File: src/rtl/uart_rx_pkg.sv
// Shared UART definitions: default bit timing, 8N1 frame constants and the
// receive FSM state encodings. The transmit side imports the same package.
package uart_rx_pkg;

    localparam int DEF_CLK_HZ  = 50_000_000;
    localparam int DEF_BAUD    = 115_200;
    localparam int DEF_BIT_DIV = DEF_CLK_HZ / DEF_BAUD;

    // 8N1 framing
    localparam int   DATA_BITS = 8;
    localparam logic START_LVL = 1'b0;
    localparam logic STOP_LVL  = 1'b1;
    localparam logic IDLE_LVL  = 1'b1;

    // Bit timer counter is wide enough for BIT_DIV up to 511
    localparam int TIMER_W = 9;
    typedef logic [TIMER_W-1:0] timer_cnt_t;

    localparam logic [2:0] ST_IDLE      = 3'd0;
    localparam logic [2:0] ST_START     = 3'd1;
    localparam logic [2:0] ST_DATA      = 3'd2;
    localparam logic [2:0] ST_STOP      = 3'd3;
    localparam logic [2:0] ST_WAIT_HIGH = 3'd4;

    function automatic int half_div(input int div);
        return div / 2;
    endfunction

endpackage

File: src/rtl/rs232_rx.sv
// RS232 receive core: rx synchronizer, 8N1 FSM, shift register and the
// FIFO write interface. Bit timing comes from rx_bit_timer via tick.
module rs232_rx
    import uart_rx_pkg::*;
(
    input  logic       clk,
    input  logic       rst_n,
    input  logic       rx,
    input  logic       full,
    input  logic       tick,
    output logic       timer_clr,
    output logic       timer_en,
    output logic       wr_en,
    output logic [7:0] dout,
    output logic       frame_err,
    output logic       overrun,
    output logic [2:0] state_dbg
);

    logic       rx_meta;
    logic       rx_s;
    logic       rx_prev;
    logic [2:0] state;
    logic [2:0] bit_cnt;
    logic [7:0] shreg;
    logic       start_det;

    // Edge is detected in IDLE from a registered copy of rx_s, so a start
    // edge on the very cycle the FSM re-enters IDLE is not lost.
    assign start_det = (state == ST_IDLE) && rx_prev && !rx_s;
    assign timer_clr = start_det;
    assign timer_en  = (state == ST_START) || (state == ST_DATA) || (state == ST_STOP);
    assign state_dbg = state;

    always_ff @(posedge clk) begin
        if (!rst_n) begin
            rx_meta   <= IDLE_LVL;
            rx_s      <= IDLE_LVL;
            rx_prev   <= IDLE_LVL;
            state     <= ST_IDLE;
            bit_cnt   <= '0;
            shreg     <= '0;
            dout      <= '0;
            wr_en     <= 1'b0;
            frame_err <= 1'b0;
            overrun   <= 1'b0;
        end else begin
            rx_meta   <= rx;
            rx_s      <= rx_meta;
            rx_prev   <= rx_s;
            wr_en     <= 1'b0;
            frame_err <= 1'b0;
            overrun   <= 1'b0;
            case (state)
                ST_IDLE: begin
                    if (start_det) begin
                        state   <= ST_START;
                        bit_cnt <= '0;
                    end
                end
                ST_START: begin
                    if (tick) begin
                        if (rx_s == START_LVL) begin
                            state   <= ST_DATA;
                            bit_cnt <= '0;
                        end else begin
                            state <= ST_IDLE;
                        end
                    end
                end
                ST_DATA: begin
                    if (tick) begin
                        shreg   <= {rx_s, shreg[7:1]};
                        bit_cnt <= bit_cnt + 3'd1;
                        if (bit_cnt == 3'(DATA_BITS - 1)) begin
                            state <= ST_STOP;
                        end
                    end
                end
                ST_STOP: begin
                    // full is only consulted here, on the stop-sample cycle
                    if (tick) begin
                        if (rx_s == STOP_LVL) begin
                            state <= ST_IDLE;
                            if (full) begin
                                overrun <= 1'b1;
                            end else begin
                                wr_en <= 1'b1;
                                dout  <= shreg;
                            end
                        end else begin
                            frame_err <= 1'b1;
                            state     <= ST_WAIT_HIGH;
                        end
                    end
                end
                ST_WAIT_HIGH: begin
                    if (rx_s == IDLE_LVL) begin
                        state <= ST_IDLE;
                    end
                end
                default: state <= ST_IDLE;
            endcase
        end
    end

endmodule

File: src/rtl/rx_bit_timer.sv
// Bit-period timer: cleared on start detect, ticks once at mid start bit and
// then once per bit period while enabled.
module rx_bit_timer
    import uart_rx_pkg::*;
#(
    parameter int BIT_DIV = DEF_BIT_DIV
) (
    input  logic clk,
    input  logic rst_n,
    input  logic clr,
    input  logic en,
    output logic tick
);

    localparam timer_cnt_t HALF_LAST = timer_cnt_t'(half_div(BIT_DIV) - 1);
    localparam timer_cnt_t FULL_LAST = timer_cnt_t'(BIT_DIV - 1);

    timer_cnt_t cnt;
    logic       half;

    // The first tick after a clear lands half a bit in, i.e. mid start bit
    assign tick = en && !clr && (cnt == (half ? HALF_LAST : FULL_LAST));

    always_ff @(posedge clk) begin
        if (!rst_n) begin
            cnt  <= '0;
            half <= 1'b1;
        end else if (clr) begin
            cnt  <= '0;
            half <= 1'b1;
        end else if (en) begin
            if (tick) begin
                cnt  <= '0;
                half <= 1'b0;
            end else begin
                cnt <= cnt + timer_cnt_t'(1);
            end
        end
    end

endmodule

File: src/rtl/uart_rx.sv
// UART receiver top: 8N1 bytes from rx are written into an external FIFO,
// with one-cycle frame error and overrun pulses.
module uart_rx
    import uart_rx_pkg::*;
#(
    parameter int CLK_HZ  = DEF_CLK_HZ,
    parameter int BAUD    = DEF_BAUD,
    parameter int BIT_DIV = CLK_HZ / BAUD
) (
    input  logic       clk_50mhz,
    input  logic       rst_n,
    input  logic       rx,
    output logic       wr_clk,
    output logic       wr_en,
    output logic [7:0] dout,
    input  logic       full,
    output logic       frame_err,
    output logic       overrun,
    output logic [2:0] state_dbg
);

    logic tick;
    logic timer_clr;
    logic timer_en;

    // The FIFO write side runs on the same clock as the receiver
    assign wr_clk = clk_50mhz;

    rs232_rx u_rs232_rx (
        .clk       (clk_50mhz),
        .rst_n     (rst_n),
        .rx        (rx),
        .full      (full),
        .tick      (tick),
        .timer_clr (timer_clr),
        .timer_en  (timer_en),
        .wr_en     (wr_en),
        .dout      (dout),
        .frame_err (frame_err),
        .overrun   (overrun),
        .state_dbg (state_dbg)
    );

    rx_bit_timer #(
        .BIT_DIV (BIT_DIV)
    ) u_rx_bit_timer (
        .clk   (clk_50mhz),
        .rst_n (rst_n),
        .clr   (timer_clr),
        .en    (timer_en),
        .tick  (tick)
    );

endmodule

File: config.mk
export PLATFORM = sky130hd
export DESIGN_NAME = uart_rx
export DESIGN_NICKNAME = d
export VERILOG_FILES = /design/src/rtl/uart_rx_pkg.sv /design/src/rtl/rs232_rx.sv /design/src/rtl/rx_bit_timer.sv /design/src/rtl/uart_rx.sv
export SDC_FILE = /design/constraint.sdc
export NUM_CORES = 1
export LEC_CHECK = 0
export ABC_AREA = 1
export BUFFER_PORTS_ARGS = -buffer_cell sky130_fd_sc_hd__buf_2
export CORE_ASPECT_RATIO = 1.2
export CORE_MARGIN = 10
export CORE_UTILIZATION = 57
export CTS_CLUSTER_SIZE = 8
export DETAILED_ROUTE_END_ITERATION = 16
export GPL_TIMING_DRIVEN = 0
export PLACE_DENSITY = 0.75
export SETUP_SLACK_MARGIN = 0.2
export SKIP_LAST_GASP = 1
export SLEW_MARGIN = 30
export SYNTH_ARGS = -nofsm -noshare
export SYNTH_HDL_FRONTEND = slang
export SYNTH_SLANG_ARGS = --single-unit
File: constraint.sdc
create_clock -name clk_50mhz -period 1.6 [get_ports clk_50mhz]
set_clock_uncertainty 0.15 [all_clocks]
set_input_delay 0 -clock clk_50mhz [delete_from_list [all_inputs] [get_ports clk_50mhz]]
set_output_delay 0 -clock clk_50mhz [all_outputs]
set_load 0.02 [all_outputs]
==> impl_metrics.ini, run 1 <==
[cts]
cts_tree = built
path_clk_slew_ps = 110
worstSkewPairLatency_ps = 460

[sta]
finalSetupViolCount = 7
rsz0062_at_grt = true
period_share = 1.01
slew_headroom = 0.762
fmax_mhz = 616
setup_slack_ps = -23.7
finalHoldViolCount = 12
totalNegativeSetupSlack_ps = -104
holdWs_ps = -338
drv_slew = 0
period_minus_slack_ps = 1620
worstMarginPinSlew_ps = 355

[floorplan]
fp.dieW_um = 69.9
die-height_um = 79.9
rows = 21
core_area_um2 = 2840
die_area_um2 = 5590
ios = 19
start_util = 0.601

[logic_synthesis]
synth_nets = 247
yosys.area.top_type = dfxtp_1
netlist_instances = 240
synth_edf_count = 0
ys_ff_latch = 38
yosysWarnings = 0
synth_area_per_cell_um2 = 7.10
netlist_top_cells_area = dfxtp_1 45%, nor2_1 12%, nand2_1 12%
netlist_area_um2 = 1700
ys_types = 27
async_reset_ff_frac = 0
synth_top_area_frac = 0.446
yosysSeqAreaShare = 0.446
ys.flop_type = dfxtp_1

[global_route]
grt_first_pass_wirelength_um = 6420
overflow = 0
grt_max_degree = 12
track_usage = 0.143
grt_pass1_vias = 1511
antenna_found_initial = 0

[power_and_ir_drop]
p_switching_uw = 817
p_comb_frac = 0.230
switching_share = 0.335
clkPwrFrac = 0.333
power.internal_mw = 1.62
seq_power_share = 0.437
p_leak_nw = 1.05
power.density_nw_per_um2 = 1120
peakVddDrop_mv = 0.922

[placement]
hpwl_um = 2400
dp_cells = 292
gp_congestion = 0.750
numPortBuffers = 18
place_ws_ps = -103

[setup_path]
start_kind = flip-flop
arrival_ps = 1840
r2r-end = u_rs232_rx.dout[4]
reg2reg_depth = 9
crit_path_end_kind = flip-flop
regToRegStartpoint = u_rx_bit_timer.cnt[2]
max_stage_delay_ps = 380
path_cells = nor2_4 -> nand3_2 -> nor2_4 -> nand2_2 -> nor2_4 -> nand3_4 -> buf_6 -> nor2_1 -> nor2_1
crit_slowest_cell = dfxtp_4
required_ps = 1820
critPathMostFrequentCell = nor2_4
crit_type = flip-flop to flip-flop
cp_max_fo = 7
r2r_setup_slack_ps = -20

[layout]
diodes = 0
num-fill-cells = 228
final_cells = 315
layout.nets = 288
drive_above_1_share = 0.313
syn_to_final_growth_pct = 28.0

[min_path]
holdPathEnd = u_rs232_rx.shreg[1]
holdPathStages = 3
hp-class = input port to flip-flop
hold_start = rst_n

[routing]
via_count = 1574
drt-pass1-iter-count = 4
drc_errors = 0
antenna_left = 0
wl_um = 3730
drt_iter0_drc = 77
wl_per_cell_um = 11.8
vias_per_cell = 5.00

[run_status]
failed_checks = hold timing, setup timing
status = finished with violations

[flow_run]
drv_cap = 0
[worst max-delay path by stage]
| stage | startpoint | to | slack, ps | cells after the start |
|---|---|---|---|---|
| after global routing | u_rx_bit_timer.cnt[2] | u_rs232_rx.dout[3] | -130 | 10 |
| after floorplan | u_rs232_rx.state_dbg[0] | u_rs232_rx.dout[1] | 60 | 9 |
| after CTS | u_rs232_rx.state_dbg[0] | u_rs232_rx.dout[3] | 30 | 10 |
| after global placement | u_rs232_rx.state_dbg[0] | u_rx_bit_timer.cnt[7] | -110 | 7 |
| after detailed placement | u_rs232_rx.state_dbg[0] | u_rx_bit_timer.cnt[7] | -100 | 7 |
| final | u_rx_bit_timer.cnt[2] | u_rs232_rx.dout[4] | -20 | 9 |
[flip-flops by register name, indices dropped and copies added (netlist names)]
signal                cells
u_rx_bit_timer.cnt        9
u_rs232_rx.dout           8
u_rs232_rx.shreg          8
u_rs232_rx.bit_cnt        3
u_rs232_rx.state_dbg      3
u_rs232_rx.frame_err      1
u_rs232_rx.overrun        1
u_rs232_rx.rx_meta        1
u_rs232_rx.rx_prev        1
u_rs232_rx.rx_s           1
u_rs232_rx.wr_en          1
u_rx_bit_timer.half       1
[synth_stat cells, drive strengths merged, types with 2 or more instances]
cell / count
nor2: 59
nand2: 54
dfxtp: 38
inv: 30
o21ai: 14
nand3: 13
a21oi: 10
buf: 4
ha: 3
nor3: 3
or2: 3
nor3b: 2
[kinds of logic after synthesis]
kind of cell,Yosys count,synth area share
buffers and inverters,35,0.0947
xor gates and xnor gates,1,0.00514
AOI/OAI and AO/OA,26,0.0852
DFF,38,0.446
and+or+nand+nor,137,0.347
adders and majority gates,3,0.0220
[power by group through the flow]
stage	Clock, mW	Sequential (mW)	Combinational, mW
global route	0.873	1.07	0.645
detailed placement	0.0920	1.08	0.482
finish	0.813	1.07	0.561
floorplan	0.0730	1.09	0.376
global placement	0.0920	1.08	0.477
CTS	0.805	1.07	0.543
[per-layer routing]
layer / wire, um / vias up / global-route usage
met4: 57 / 0 / 0.0988
met3: 188 / 5 / 0.0759
met5: 0 / - / 0
met2: 1780 / 35 / 0.224
li1: - / 830 / -
met1: 1700 / 704 / 0.144
[timing repair]
action | 4_1_cts | 5_1_grt
hold buffers | 4 | 1
resized for setup | 26 | 20
setup endpoints to repair | 34 | 36
buffers inserted | 7 | 0
pin swaps | 6 | 4
endpoints found under the hold margin | 31 | 22
gates cloned | 1 | 0
[cell type report]
| class | instances | area (um^2) | share of cell area |
|---|---|---|---|
| Inverter | 30 | 113 | 0.0516 |
| Clock buffer | 9 | 85.1 | 0.0390 |
| Multi-Input combinational cell | 167 | 878 | 0.403 |
| Sequential cell | 38 | 781 | 0.358 |
| Clock inverter | 2 | 10.0 | 0.00459 |
| Timing Repair Buffer | 30 | 219 | 0.100 |
| Tap cell | 34 | 42.5 | 0.0195 |
| Buffer | 5 | 52.6 | 0.0241 |
[through the flow]
step / util / hold WS, ps / power (mW) / area (um^2)
final: 0.769 / -338 / 2.44 / 2180
after global routing: 0.769 / -325 / 2.59 / 2180
after CTS: 0.743 / -338 / 2.41 / 2110
after detailed placement: 0.651 / 46.9 / 1.65 / 1850
after global placement: 0.651 / 43.8 / 1.65 / 1850
after floorplan: - / -43.4 / 1.54 / 1720
[critical path: cells and delay by family (launching register included)]
kind,cells,cell delay [ps]
flip-flops,1,380
AND/OR/NAND/NOR,8,830
buffers and inverters,1,170
[cell usage in the layout, fill, tap and decap left out, drive strengths merged, types with 2 or more instances in the layout]
cell type and instances:
inv 30, o21ai 14, nand2 54, a21oi 10, dfxtp 38, dlygate4sd3 5, clkbuf 8, nor2 59
clkinv 2, ha 3, buf 31, nand3 13, or2 3, nor3 3, nor3b 2
No activity file was read; power rests on OpenSTA's default activity.
==> run 2: changes to the inputs <==
- RECOVER_POWER: default -> 100
==> impl_metrics.ini, run 2 (synthesis gave the netlist of run 1 again) <==
[placement]
place_ws_ps = -103
numPortBuffers = 18
gp_congestion = 0.750
hpwl_um = 2400

[global_route]
grt_pass1_vias = 1511
antenna_found_initial = 0
track_usage = 0.143
overflow = 0
grt_first_pass_wirelength_um = 6420
grt_max_degree = 12

[setup_path]
critPathBufInv = 1
crit_path_end_kind = flip-flop
cp.depth = 9
reg2reg_depth = 9
arrival_ps = 1840
crit_type = flip-flop to flip-flop
max_stage_delay_ps = 380
r2r_setup_slack_ps = -20
crit_family = simple AND/OR/NAND/NOR gates
crit_slowest_cell = dfxtp_4
r2r-end = u_rs232_rx.dout[4]
critPathMostFrequentCell = nor2_4
path_cells = nor2_4 -> nand3_2 -> nor2_4 -> nand2_2 -> nor2_4 -> nand3_4 -> buf_6 -> nor2_1 -> nor2_1
required_ps = 1820
start_kind = flip-flop
cp_max_fo = 7
regToRegStartpoint = u_rx_bit_timer.cnt[2]

[layout]
final_common_cell = nor2_1
syn_to_final_growth_pct = 27.1
regMostFlops = u_rx_bit_timer.cnt
diodes = 0
largest_register_ffs = 9
layout.nets = 288
utilization = 0.763
drive_above_1_share = 0.270
mostFrequentLayoutCells = 46 x nor2_1, 45 x nand2_1, 28 x dfxtp_1
reg_top3 = u_rx_bit_timer.cnt: 9 flops, u_rs232_rx.dout: 8 flops, u_rs232_rx.shreg: 8 flops

[flow_run]
drv_cap = 0

[sta]
fmax_mhz = 617
finalSetupViolCount = 7
worstMarginPinSlew_ps = 355
finalHoldViolCount = 12
rsz0062_at_grt = true
slew_headroom = 0.762
drv_slew = 0
totalNegativeSetupSlack_ps = -80.9
setup_slack_ps = -20.1
period_minus_slack_ps = 1620
period_share = 1.01
holdWs_ps = -338

[run_status]
status = finished with violations
failed_checks = hold timing, setup timing

[routing]
drt_iter0_drc = 69
wl_per_cell_um = 11.8
drc_errors = 0
wl_um = 3720
drt-pass1-iter-count = 4
via_count = 1570
vias_per_cell = 4.98
antenna_left = 0

[min_path]
holdPathStages = 3
hp-class = input port to flip-flop
hold_start = rst_n
holdPathEnd = u_rs232_rx.shreg[1]

[floorplan]
start_util = 0.601
die_area_um2 = 5590
die-height_um = 79.9
core_area_um2 = 2840
rows = 21
fp.dieW_um = 69.9
ios = 19

[cts]
path_clk_slew_ps = 110
cts_tree = built
worstSkewPairLatency_ps = 460

[power_and_ir_drop]
finalPower_mw = 2.44
peakVddDrop_mv = 0.922
p_leak_nw = 1.00
power.density_nw_per_um2 = 1130
run 2: tightest hold or removal path: stages:
cell	delay, ps
buf_2	120
o21ai_0	70
nor2_1	40
run 2: routing by layer:
metal,track usage,routed length (um),vias to the layer above,share of wire
met1,0.144,1690,700,0.45
li1,-,-,830,-
met5,0,0,-,0
met4,0.0988,57,0,0.015
met2,0.224,1780,35,0.48
met3,0.0759,189,5,0.051
run 2: worst max path at each step:
stage	startpoint	to	slack, ps
2_1_floorplan	u_rs232_rx.state_dbg[0]	u_rs232_rx.dout[1]	60
3_3_place_gp	u_rs232_rx.state_dbg[0]	u_rx_bit_timer.cnt[7]	-110
3_5_place_dp	u_rs232_rx.state_dbg[0]	u_rx_bit_timer.cnt[7]	-100
4_1_cts	u_rs232_rx.state_dbg[0]	u_rs232_rx.dout[3]	30
5_1_grt	u_rx_bit_timer.cnt[2]	u_rs232_rx.dout[3]	-130
6_report	u_rx_bit_timer.cnt[2]	u_rs232_rx.dout[4]	-20
run 2: stage by stage:
step           cell area, um^2  std cells
2_1_floorplan             1720        240
3_3_place_gp              1850        292
3_5_place_dp              1850        292
4_1_cts                   2110        314
5_1_grt                   2170        315
6_report                  2170        315
run 2: area by class of cell:
cell class	count	area, um^2
tap	34	42.5
multi-input combinational	167	878
buffer	5	52.6
clock buffer	9	85.1
sequential	38	781
clock inverter	2	10.0
fill	233	672
timing repair buffer	30	204
inverter	30	113
run 2: timing repair:
item,in CTS,in global routing
gates cloned,1,0
pin swaps,6,4
gates resized for setup,26,20
hold buffers,4,1
setup endpoints to repair,34,36
hold endpoints to repair,31,22
setup buffers,7,0
run 2: power by group:
| part | leakage, nW | switching (mW) | internal [mW] | total [mW] |
|---|---|---|---|---|
| logic | 0.625 | 0.346 | 0.213 | 0.559 |
| registers | 0.313 | 0.0568 | 1.01 | 1.07 |
| clock network | 0.0621 | 0.414 | 0.398 | 0.812 |
| total | 1.00 | 0.817 | 1.62 | 2.44 |
==> run 3: changes to the inputs <==
- CORE_ASPECT_RATIO: 1.2 -> default
==> impl_metrics.ini, run 3 (synthesis gave the netlist of run 1 again) <==
[run_status]
status = finished with violations
failed_checks = setup timing

[sta]
rsz0062_at_grt = true
setup_slack_ps = -173
fmax_mhz = 564
slew_headroom = 0.811
finalHoldViolCount = 0
worstMarginPinSlew_ps = 282
totalNegativeSetupSlack_ps = -1310
finalSetupViolCount = 20
period_minus_slack_ps = 1770
drv_slew = 0
holdWs_ps = 209
period_share = 1.11

[floorplan]
start_util = 0.607
core_area_um2 = 2810
fp.dieW_um = 74.7
die_area_um2 = 5580
ios = 19
die-height_um = 74.7
rows = 19

[layout]
final_common_cell = nor2_1
drive_above_1_share = 0.386
diodes = 0
syn_to_final_growth_pct = 40.7
mostFrequentLayoutCells = 48 x nor2_1, 42 x nand2_1, 31 x dfxtp_1
largest_register_ffs = 9
regMostFlops = u_rx_bit_timer.cnt
layout.nets = 297
reg_top3 = u_rx_bit_timer.cnt: 9 flops, u_rs232_rx.dout: 8 flops, u_rs232_rx.shreg: 8 flops

[setup_path]
r2r_setup_slack_ps = -170
critPathMostFrequentCell = nand2_1
start_kind = flip-flop
max_stage_delay_ps = 380
r2r-end = u_rs232_rx.dout[0]
crit_path_end_kind = flip-flop
crit_slowest_cell = dfxtp_2
regToRegStartpoint = u_rx_bit_timer.cnt[0]
reg2reg_depth = 11
path_cells = inv_1 -> nor2_1 -> nand2_1 -> nand2_2 -> inv_1 -> nor2_4 -> nand3_4 -> buf_6 -> nand2_1 -> nand2_1 -> nor2_1
crit_type = flip-flop to flip-flop
arrival_ps = 2020
required_ps = 1840
cp_max_fo = 5

[placement]
numPortBuffers = 18
gp_congestion = 0.823
hpwl_um = 2320

[min_path]
hold_start = clk_50mhz
holdPathStages = 4
holdPathEnd = wr_clk
hp-class = clock port to output port

[routing]
vias_per_cell = 5.41
drt-pass1-iter-count = 4
via_count = 1737
wl_um = 4590
drt_iter0_drc = 136
drc_errors = 0
antenna_left = 0
wl_per_cell_um = 14.3

[power_and_ir_drop]
peakVddDrop_mv = 1.00
power.density_nw_per_um2 = 1210
p_leak_nw = 1.14

[global_route]
antenna_found_initial = 0
grt_max_degree = 12
grt_pass1_vias = 1470
overflow = 0
grt_first_pass_wirelength_um = 6280
track_usage = 0.144

[cts]
worstSkewPairLatency_ps = 470
path_clk_slew_ps = 130
cts_tree = built

[flow_run]
drv_cap = 0
run 3: changes by cell type in the layout (fill, tap and decap cells not counted), moves of 4 or more:
cell      previous run  this run
dfxtp_2              7         3
o21ai_1              0         7
buf_2                6        17
inv_1               27        23
buf_4                4        15
a21oi_1             10         5
o21ai_0             13         4
a21oi_2              0         5
nand3_1             10         6
clkbuf_1            12         0
run 3: where the power goes:
part	switching (mW)	total [mW]	internal, mW
logic	0.471	0.799	0.329
registers	0.0668	1.08	1.02
clock network	0.420	1.02	0.604
run 3: final cells by class:
type / instances / area [um^2]
Clock buffer: 10 / 98.8
Inverter: 30 / 121
Fill cell: 160 / 408
Sequential cell: 38 / 779
Timing Repair Buffer: 39 / 278
Buffer: 5 / 56.3
Tap cell: 31 / 38.8
Multi-Input combinational cell: 167 / 995
Clock inverter: 1 / 30.0
run 3: per-layer routing:
metal / vias to the layer above / global-route usage / part of all wire
li1: 849 / - / -
met1: 809 / 0.170 / 0.40
met2: 65 / 0.220 / 0.51
met3: 14 / 0.0618 / 0.077
met4: 0 / 0.0735 / 0.018
met5: - / 0 / 0
run 3: worst max-delay path, delay by kind of cell, from the launching register on:
kind,cells,cell delay [ps]
DFF,1,380
buffers and inverters,3,330
and+or+nand+nor,8,830
run 3: timing repair:
item / 4_1_cts / 5_1_grt
hold buffers: 4 / 0
pin swaps: 2 / 17
endpoints found under the hold margin: 31 / 0
endpoints found under the setup margin: 35 / 37
resized for setup: 14 / 71
buffers inserted: 6 / 12
run 3: how the worst max path moves through the flow:
stage | startpoint | endpoint | slack (ps) | cells past startpoint
floorplan | u_rs232_rx.state_dbg[0] | u_rs232_rx.dout[1] | 60 | 9
global placement | u_rs232_rx.state_dbg[0] | u_rx_bit_timer.cnt[7] | -100 | 7
detailed placement | u_rs232_rx.state_dbg[0] | u_rx_bit_timer.cnt[7] | -130 | 7
CTS | u_rs232_rx.state_dbg[0] | u_rs232_rx.dout[7] | 30 | 9
global route | u_rx_bit_timer.cnt[0] | u_rs232_rx.dout[0] | -290 | 11
finish | u_rx_bit_timer.cnt[0] | u_rs232_rx.dout[0] | -170 | 11
run 3: metrics by stage:
stage	worst slack, ps	cell area [um^2]	total power, mW	instances	util
final	-173	2400	2.91	321	0.855
after floorplan	64.1	1720	1.54	240	-
after detailed placement	-128	1840	1.66	289	0.657
after global placement	-102	1840	1.65	289	0.657
after global routing	-292	2400	3.07	321	0.855
after CTS	26.4	2090	2.60	309	0.744
